### src/rtl/axil_strobe_merge_if.sv
// AXI-lite style read/write channel between the DPM front end and the strobe merge.
// Word-addressed, single outstanding access per direction.
interface axil_strobe_merge_if #(
  parameter int ADDR_W = 18
) ();
  logic              rstart;
  logic [ADDR_W-1:0] raddr;
  logic              rready;
  logic [31:0]       rdata;
  logic [1:0]        rresp;
  logic              rvalid;
  logic              wstart;
  logic [ADDR_W-1:0] waddr;
  logic              bready;
  logic              wready;
  logic [1:0]        bresp;
  logic              bvalid;

  modport master (
    output rstart, raddr, rready, wstart, waddr, bready,
    input  rdata, rresp, rvalid, wready, bresp, bvalid
  );

  modport slave (
    input  rstart, raddr, rready, wstart, waddr, bready,
    output rdata, rresp, rvalid, wready, bresp, bvalid
  );
endinterface

### src/rtl/axil_strobe_merge.sv
// Fans one AXI-lite read/write channel out to NUM_TGT strobe/ack register targets.
// Independent read and write FSMs with ack timeout, DECERR/SLVERR and a saturating error count.
module axil_strobe_merge #(
  parameter int NUM_TGT = 5,
  parameter int ADDR_W  = 18,
  parameter int SEL_LSB = 8,
  parameter int SEL_W   = 3,
  parameter int TIMEOUT = 255
) (
  input  logic                   axilClk,
  input  logic                   axilRstN,
  axil_strobe_merge_if.slave     bus,
  output logic [NUM_TGT-1:0]     tgt_rstr,
  input  logic [NUM_TGT-1:0]     tgt_rack,
  input  logic [32*NUM_TGT-1:0]  tgt_din,
  output logic [NUM_TGT-1:0]     tgt_wstr,
  input  logic [NUM_TGT-1:0]     tgt_wack,
  output logic [15:0]            err_count
);
  localparam logic [15:0] TMO_LAST = 16'(TIMEOUT - 1);

  typedef enum logic [1:0] {R_IDLE, R_WAIT, R_RESP} rstate_e;
  typedef enum logic [1:0] {W_IDLE, W_WAIT, W_RESP} wstate_e;

  rstate_e          rs_q, rs_d;
  wstate_e          ws_q, ws_d;
  logic [SEL_W-1:0] rsel_q, rsel_d, wsel_q, wsel_d, rsel_in, wsel_in;
  logic [15:0]      rtmr_q, rtmr_d, wtmr_q, wtmr_d;
  logic [31:0]      rdata_q, rdata_d, rdin;
  logic [1:0]       rresp_q, rresp_d, bresp_q, bresp_d;
  logic             wready_q, wready_d;
  logic             rhit, whit, rerr, werr;
  logic [15:0]      err_q, err_d;
  logic [16:0]      err_sum;
  logic [ADDR_W-1:0] raddr, waddr;
  logic             unused_addr;

  assign raddr   = bus.raddr;
  assign waddr   = bus.waddr;
  assign rsel_in = raddr[SEL_LSB +: SEL_W];
  assign wsel_in = waddr[SEL_LSB +: SEL_W];
  // Only the target-select field of the word address is decoded.
  assign unused_addr = ^{raddr, waddr};

  // Strobes come from registered state only, so they are one-hot and glitch-free.
  assign tgt_rstr = (rs_q == R_WAIT) ? (NUM_TGT'(1) << rsel_q) : '0;
  assign tgt_wstr = (ws_q == W_WAIT) ? (NUM_TGT'(1) << wsel_q) : '0;
  assign rhit     = |(tgt_rack & tgt_rstr);
  assign whit     = |(tgt_wack & tgt_wstr);

  always_comb begin
    rdin = '0;
    for (int i = 0; i < NUM_TGT; i++)
      if (rsel_q == SEL_W'(i)) rdin = tgt_din[32*i +: 32];
  end

  always_comb begin
    rs_d    = rs_q;
    rsel_d  = rsel_q;
    rtmr_d  = rtmr_q;
    rdata_d = rdata_q;
    rresp_d = rresp_q;
    rerr    = 1'b0;
    case (rs_q)
      R_IDLE: if (bus.rstart) begin
        rsel_d = rsel_in;
        rtmr_d = '0;
        if (32'(rsel_in) < NUM_TGT) rs_d = R_WAIT;
        else begin
          rs_d    = R_RESP;
          rdata_d = 32'hDEADDEAD;
          rresp_d = 2'b11;
          rerr    = 1'b1;
        end
      end
      R_WAIT: begin
        rtmr_d = rtmr_q + 16'd1;
        if (rhit) begin
          rs_d    = R_RESP;
          rdata_d = rdin;
          rresp_d = 2'b00;
        end else if (rtmr_q == TMO_LAST) begin
          rs_d    = R_RESP;
          rdata_d = 32'hDEAD0000 | 32'(rsel_q);
          rresp_d = 2'b10;
          rerr    = 1'b1;
        end
      end
      R_RESP:  if (bus.rready) rs_d = R_IDLE;
      default: rs_d = R_IDLE;
    endcase
  end

  always_comb begin
    ws_d     = ws_q;
    wsel_d   = wsel_q;
    wtmr_d   = wtmr_q;
    bresp_d  = bresp_q;
    wready_d = 1'b0;
    werr     = 1'b0;
    case (ws_q)
      W_IDLE: if (bus.wstart) begin
        wsel_d   = wsel_in;
        wtmr_d   = '0;
        wready_d = 1'b1;
        if (32'(wsel_in) < NUM_TGT) ws_d = W_WAIT;
        else begin
          ws_d    = W_RESP;
          bresp_d = 2'b11;
          werr    = 1'b1;
        end
      end
      W_WAIT: begin
        wtmr_d = wtmr_q + 16'd1;
        if (whit) begin
          ws_d    = W_RESP;
          bresp_d = 2'b00;
        end else if (wtmr_q == TMO_LAST) begin
          ws_d    = W_RESP;
          bresp_d = 2'b10;
          werr    = 1'b1;
        end
      end
      W_RESP:  if (bus.bready) ws_d = W_IDLE;
      default: ws_d = W_IDLE;
    endcase
  end

  // Both directions may flag an error on the same edge, hence the two-term add.
  assign err_sum = {1'b0, err_q} + 17'(rerr) + 17'(werr);
  assign err_d   = err_sum[16] ? 16'hFFFF : err_sum[15:0];

  always_ff @(posedge axilClk) begin
    if (!axilRstN) begin
      rs_q     <= R_IDLE;
      ws_q     <= W_IDLE;
      rsel_q   <= '0;
      wsel_q   <= '0;
      rtmr_q   <= '0;
      wtmr_q   <= '0;
      rdata_q  <= '0;
      rresp_q  <= '0;
      bresp_q  <= '0;
      wready_q <= 1'b0;
      err_q    <= '0;
    end else begin
      rs_q     <= rs_d;
      ws_q     <= ws_d;
      rsel_q   <= rsel_d;
      wsel_q   <= wsel_d;
      rtmr_q   <= rtmr_d;
      wtmr_q   <= wtmr_d;
      rdata_q  <= rdata_d;
      rresp_q  <= rresp_d;
      bresp_q  <= bresp_d;
      wready_q <= wready_d;
      err_q    <= err_d;
    end
  end

  assign bus.rdata  = rdata_q;
  assign bus.rresp  = rresp_q;
  assign bus.rvalid = (rs_q == R_RESP);
  assign bus.bresp  = bresp_q;
  assign bus.bvalid = (ws_q == W_RESP);
  assign bus.wready = wready_q;
  assign err_count  = err_q;
endmodule

### src/flat_wrapper.sv
// flat-port wrapper written by rule: the top's interface ports become plain ports
module axil_strobe_merge_flat 
#(
  parameter int NUM_TGT = 5,
  parameter int ADDR_W  = 18,
  parameter int SEL_LSB = 8,
  parameter int SEL_W   = 3,
  parameter int TIMEOUT = 255
)
  (axilClk, axilRstN, tgt_rstr, tgt_rack, tgt_din, tgt_wstr, tgt_wack, err_count, bus_rstart, bus_raddr, bus_rready, bus_wstart, bus_waddr, bus_bready, bus_rdata, bus_rresp, bus_rvalid, bus_wready, bus_bresp, bus_bvalid);
  axil_strobe_merge_if #(.ADDR_W(ADDR_W)) bus_i ();
  input  logic axilClk;
  input  logic axilRstN;
  output logic [NUM_TGT-1:0] tgt_rstr;
  input  logic [NUM_TGT-1:0] tgt_rack;
  input  logic [32*NUM_TGT-1:0] tgt_din;
  output logic [NUM_TGT-1:0] tgt_wstr;
  input  logic [NUM_TGT-1:0] tgt_wack;
  output logic [15:0] err_count;
  input wire logic [$bits(bus_i.rstart)-1:0] bus_rstart;
  input wire logic [$bits(bus_i.raddr)-1:0] bus_raddr;
  input wire logic [$bits(bus_i.rready)-1:0] bus_rready;
  input wire logic [$bits(bus_i.wstart)-1:0] bus_wstart;
  input wire logic [$bits(bus_i.waddr)-1:0] bus_waddr;
  input wire logic [$bits(bus_i.bready)-1:0] bus_bready;
  output wire logic [$bits(bus_i.rdata)-1:0] bus_rdata;
  output wire logic [$bits(bus_i.rresp)-1:0] bus_rresp;
  output wire logic [$bits(bus_i.rvalid)-1:0] bus_rvalid;
  output wire logic [$bits(bus_i.wready)-1:0] bus_wready;
  output wire logic [$bits(bus_i.bresp)-1:0] bus_bresp;
  output wire logic [$bits(bus_i.bvalid)-1:0] bus_bvalid;
  assign bus_i.rstart = bus_rstart;
  assign bus_i.raddr = bus_raddr;
  assign bus_i.rready = bus_rready;
  assign bus_i.wstart = bus_wstart;
  assign bus_i.waddr = bus_waddr;
  assign bus_i.bready = bus_bready;
  assign bus_rdata = bus_i.rdata;
  assign bus_rresp = bus_i.rresp;
  assign bus_rvalid = bus_i.rvalid;
  assign bus_wready = bus_i.wready;
  assign bus_bresp = bus_i.bresp;
  assign bus_bvalid = bus_i.bvalid;
  axil_strobe_merge #(.NUM_TGT(NUM_TGT), .ADDR_W(ADDR_W), .SEL_LSB(SEL_LSB), .SEL_W(SEL_W), .TIMEOUT(TIMEOUT)) u_core (.axilClk(axilClk), .axilRstN(axilRstN), .bus(bus_i), .tgt_rstr(tgt_rstr), .tgt_rack(tgt_rack), .tgt_din(tgt_din), .tgt_wstr(tgt_wstr), .tgt_wack(tgt_wack), .err_count(err_count));
endmodule
### config.mk
export PLATFORM = sky130hd
export DESIGN_NAME = axil_strobe_merge_flat
export DESIGN_NICKNAME = d
export VERILOG_FILES = /design/src/rtl/axil_strobe_merge_if.sv /design/src/rtl/axil_strobe_merge.sv /design/src/flat_wrapper.sv
export SDC_FILE = /design/constraint.sdc
export NUM_CORES = 1
export LEC_CHECK = 0
export CAP_MARGIN = 20
export CORE_AREA = 10 10 148 150
export DETAILED_ROUTE_END_ITERATION = 10
export DIE_AREA = 0 0 158 160
export PLACE_DENSITY = 0.62
export SYNTH_ARGS = -nofsm -noshare
export SYNTH_HDL_FRONTEND = slang
export SYNTH_SLANG_ARGS = --single-unit
### constraint.sdc
create_clock -name axilClk -period 2.9 [get_ports axilClk]
set_input_delay 0.58 -clock axilClk [delete_from_list [all_inputs] [get_ports axilClk]]
set_output_delay 0.58 -clock axilClk [all_outputs]
set_load 0.01 [all_outputs]
==> flow_summary.json, run 1 <==
{
  "outcome": "finished, final reports clean",
  "ys_ff_latch": 95,
  "routedWlPerCell_um": 19.9,
  "critPathSlowestCell": "clkdlybuf4s50_1",
  "utilization_pct": 47.8,
  "endpoint_kind": "flip-flop",
  "powerDensity_mw_per_mm2": 421,
  "dp_slack_ns": -0.559,
  "via_count": 6248,
  "grt_pass1_wl_um": 35000,
  "finalHoldViolations": 0,
  "io_buffers": 246,
  "design.die.area_mm2": 0.0253,
  "cap_violations": 0,
  "worstSkewPairLatency_ns": 0.35,
  "firstDrtPassIters": 5,
  "grt_max_degree": 41,
  "postCtsSetupRepairBufs": 0,
  "nets": 1162,
  "synth.area.mux_share_pct": 13.5,
  "finalCriticalPeriod_ns": 2.75,
  "drc": 0,
  "drtIter0Drc": 311,
  "via_per_inst": 5.25,
  "worstPathMaxFanout": 5,
  "synth_ff_type": "dfxtp_1",
  "ant_nets": 0,
  "p_leak_nw": 3.21,
  "synthSimpleGateAreaFrac_pct": 20.3,
  "slew_headroom_pct": 40.7,
  "track_usage_pct": 17.4,
  "path_clk_slew_ns": 0.07,
  "cts_tree": "yes",
  "clk_path_buf_depth": 2,
  "final.period_utilization_pct": 94.9,
  "pin_count": 277,
  "synth_cell_type_count": 67,
  "grt_overflow_total": 0,
  "place.gp.congestion": 0.826,
  "cts_buffers": 9,
  "dpl.hpwl_um": 18400,
  "critPathMaxStageDelay_ns": 0.41,
  "area_growth_pct": 58.3,
  "synth_fa_ha_area_share_pct": 1.43,
  "antenna_found_initial": 2,
  "r2r-start": "u_core.wsel_q[0]",
  "start_util_pct": 30.2,
  "setup_ws_ns": 0.146,
  "arrival_ns": 3.05,
  "cp_data_required_time_ns": 3.20,
  "slew_viol_final": 0,
  "synth_edf_count": 0,
  "syn_area_mm2": 0.00576,
  "num_rows": 51,
  "fp.coreArea_mm2": 0.0191,
  "finClkSkew_ns": 0.00666,
  "crit_top_cell": "a21oi_2",
  "ys_async_sr_fraction_pct": 0,
  "start_kind": "input pin",
  "fmaxAchievable_mhz": 363,
  "post_synth_xor_area_fraction_pct": 1.67,
  "worstSetupPathType": "in -> reg",
  "syn_nets": 912,
  "cp_cell_sequence": "clkdlybuf4s50_1 -> mux2i_2 -> o32a_4 -> a21oi_2 -> nor3_2 -> a21oi_2 -> fa_2 -> inv_2 -> ha_4 -> nand3_4 -> nor2_4 -> nand3_4 -> buf_6 -> a21oi_2",
  "worst_hold_path_type": "reg -> reg",
  "clkSinkCount": 95,
  "hold_start": "u_core.rtmr_q[15]",
  "synth_seq_area_share_pct": 33.0,
  "cts_hold_buf": 0,
  "final-setup-viol-count": 0,
  "die_h_um": 160,
  "post_synth.cell_area_avg_um2": 8.30,
  "r2r_setup_slack_ns": 0.19,
  "cts.root.buffer_cell": "clkbuf_16",
  "synth_top_family_by_area": "compound AO/OA/AOI/OAI gates",
  "die_w_um": 158,
  "grt_pass1_vias": 6127,
  "htree_levels": 3,
  "yosysWarnings": 0,
  "synthCells": 694,
  "tightest_slew_ns": 0.889,
  "wirelength_um": 23700,
  "vdd_ir_drop_max_mv": 0.278,
  "hold_ws_ns": 0.492,
  "crit_start": "tgt_rack[0]",
  "drive_gt1_share_pct": 12.8,
  "synth_compound_area_share_pct": 24.5
}
[cells by family after synthesis]
group	count (synthesis)
xor gates and xnor gates	11
DFF	95
adders and majority gates	6
and+or+nand+nor	221
muxes	76
AOI/OAI and AO/OA	213
buffers and inverters	72
[where the power goes]
group / total (mW) / switching [mW] / leakage, nW / internal, mW
combinational: 1.11 / 0.508 / 2.28 / 0.606
sequential: 1.43 / 0.0527 / 0.774 / 1.38
clock: 1.30 / 0.536 / 0.153 / 0.761
total: 3.84 / 1.10 / 3.21 / 2.74
[synth_stat cells, types with 5 or more instances]
library cell,instances,area share [%]
a2bb2oi_1,11,1.7
nand2b_1,7,0.76
nor3_2,5,0.87
and3_1,5,0.54
ha_1,5,1.1
xor2_1,6,0.91
o22ai_1,31,3.4
nor3_1,15,1.3
nand4_1,9,0.98
a31oi_1,9,0.98
clkbuf_1,34,2.2
xnor2_1,5,0.76
o221a_2,5,0.98
and2_1,6,0.65
dfxtp_1,95,33
inv_1,13,0.85
nor2_1,72,4.7
a32oi_1,9,1.4
nand2_1,39,2.5
buf_2,18,1.6
or3_1,5,0.54
a21oi_1,69,6.0
mux2i_1,71,12
o21ai_0,38,3.3
nor2b_1,6,0.65
o221a_1,7,1.4
nand3_1,19,1.7
[layer usage]
layer | track usage, % | up-vias | wire [µm]
met5 | 0 | - | 0
met4 | 3.37 | 0 | 218
met3 | 6.66 | 18 | 2220
met2 | 30.4 | 186 | 11700
met1 | 19.8 | 2966 | 9500
li1 | - | 3078 | -
[metrics by stage]
stage / setup TNS, ns / area [µm²] / power, mW / cells
4_1_cts: 0 / 9030 / 3.88 / 1186
2_1_floorplan: -0.312 / 5760 / 1.99 / 694
5_1_grt: -0.0329 / 9120 / 4.03 / 1189
3_5_place_dp: -8.42 / 8650 / 2.57 / 1170
3_3_place_gp: -8.07 / 8650 / 2.56 / 1170
6_report: 0 / 9120 / 3.84 / 1189
[area by class of cell]
cell class | count | area (µm²)
Multi-Input combinational cell | 527 | 3650
Clock inverter | 6 | 90.1
Fill cell | 1852 | 9960
Inverter | 13 | 48.8
Timing Repair Buffer | 298 | 2890
Tap cell | 238 | 298
Clock buffer | 10 | 229
Sequential cell | 95 | 1910
Antenna cell | 2 | 5.00
[repair_timing]
| item | 4_1_cts | 5_1_grt |
|---|---|---|
| pin swaps | 3 | 8 |
| resized for setup | 14 | 22 |
| cloned | 0 | 1 |
| endpoints found under the setup margin | 16 | 16 |
[placed cells by master, fill, tap and decap left out, types with 16 or more instances in the layout]
master,count
a21oi_1,62
clkdlybuf4s50_1,242
mux2i_1,69
dfxtp_1,94
nand3_1,16
o22ai_1,31
buf_4,48
o21ai_0,38
nor2_1,71
nand2_1,39
[state kept, by name (all words and copies together), names as in the netlist]
name,cells
u_core.bus.rdata,32
u_core.rtmr_q,16
u_core.rsel_q,3
u_core.wsel_q,3
u_core.bus.wready,1
u_core.bus.bresp,2
u_core.rs_q,2
u_core.bus.rresp,2
u_core.wtmr_q,16
u_core.ws_q,2
u_core.err_count,16
[worst max-delay path: cells and delay by family]
kind | cells | cell delay, ns
AOI/OAI and AO/OA | 4 | 0.48
adders and majority gates | 2 | 0.51
buffers and inverters | 3 | 0.66
muxes | 1 | 0.23
and+or+nand+nor | 4 | 0.57
[worst paths after layout]
path / end / depth (start not counted)
hold / removal: u_core.rtmr_q[15] / 2
hold reg to reg: u_core.rtmr_q[15] / 2
setup / recovery: u_core.err_count[11] / 14
setup reg to reg: u_core.err_count[11] / 12
Power figures use the tool's default switching activity.
==> run 2, diff against run 1 <==
SKIP_LAST_GASP = 1   (was unset)
==> results of run 2 <==
The final DEF is identical to that of run 1; final timing and power are the same.
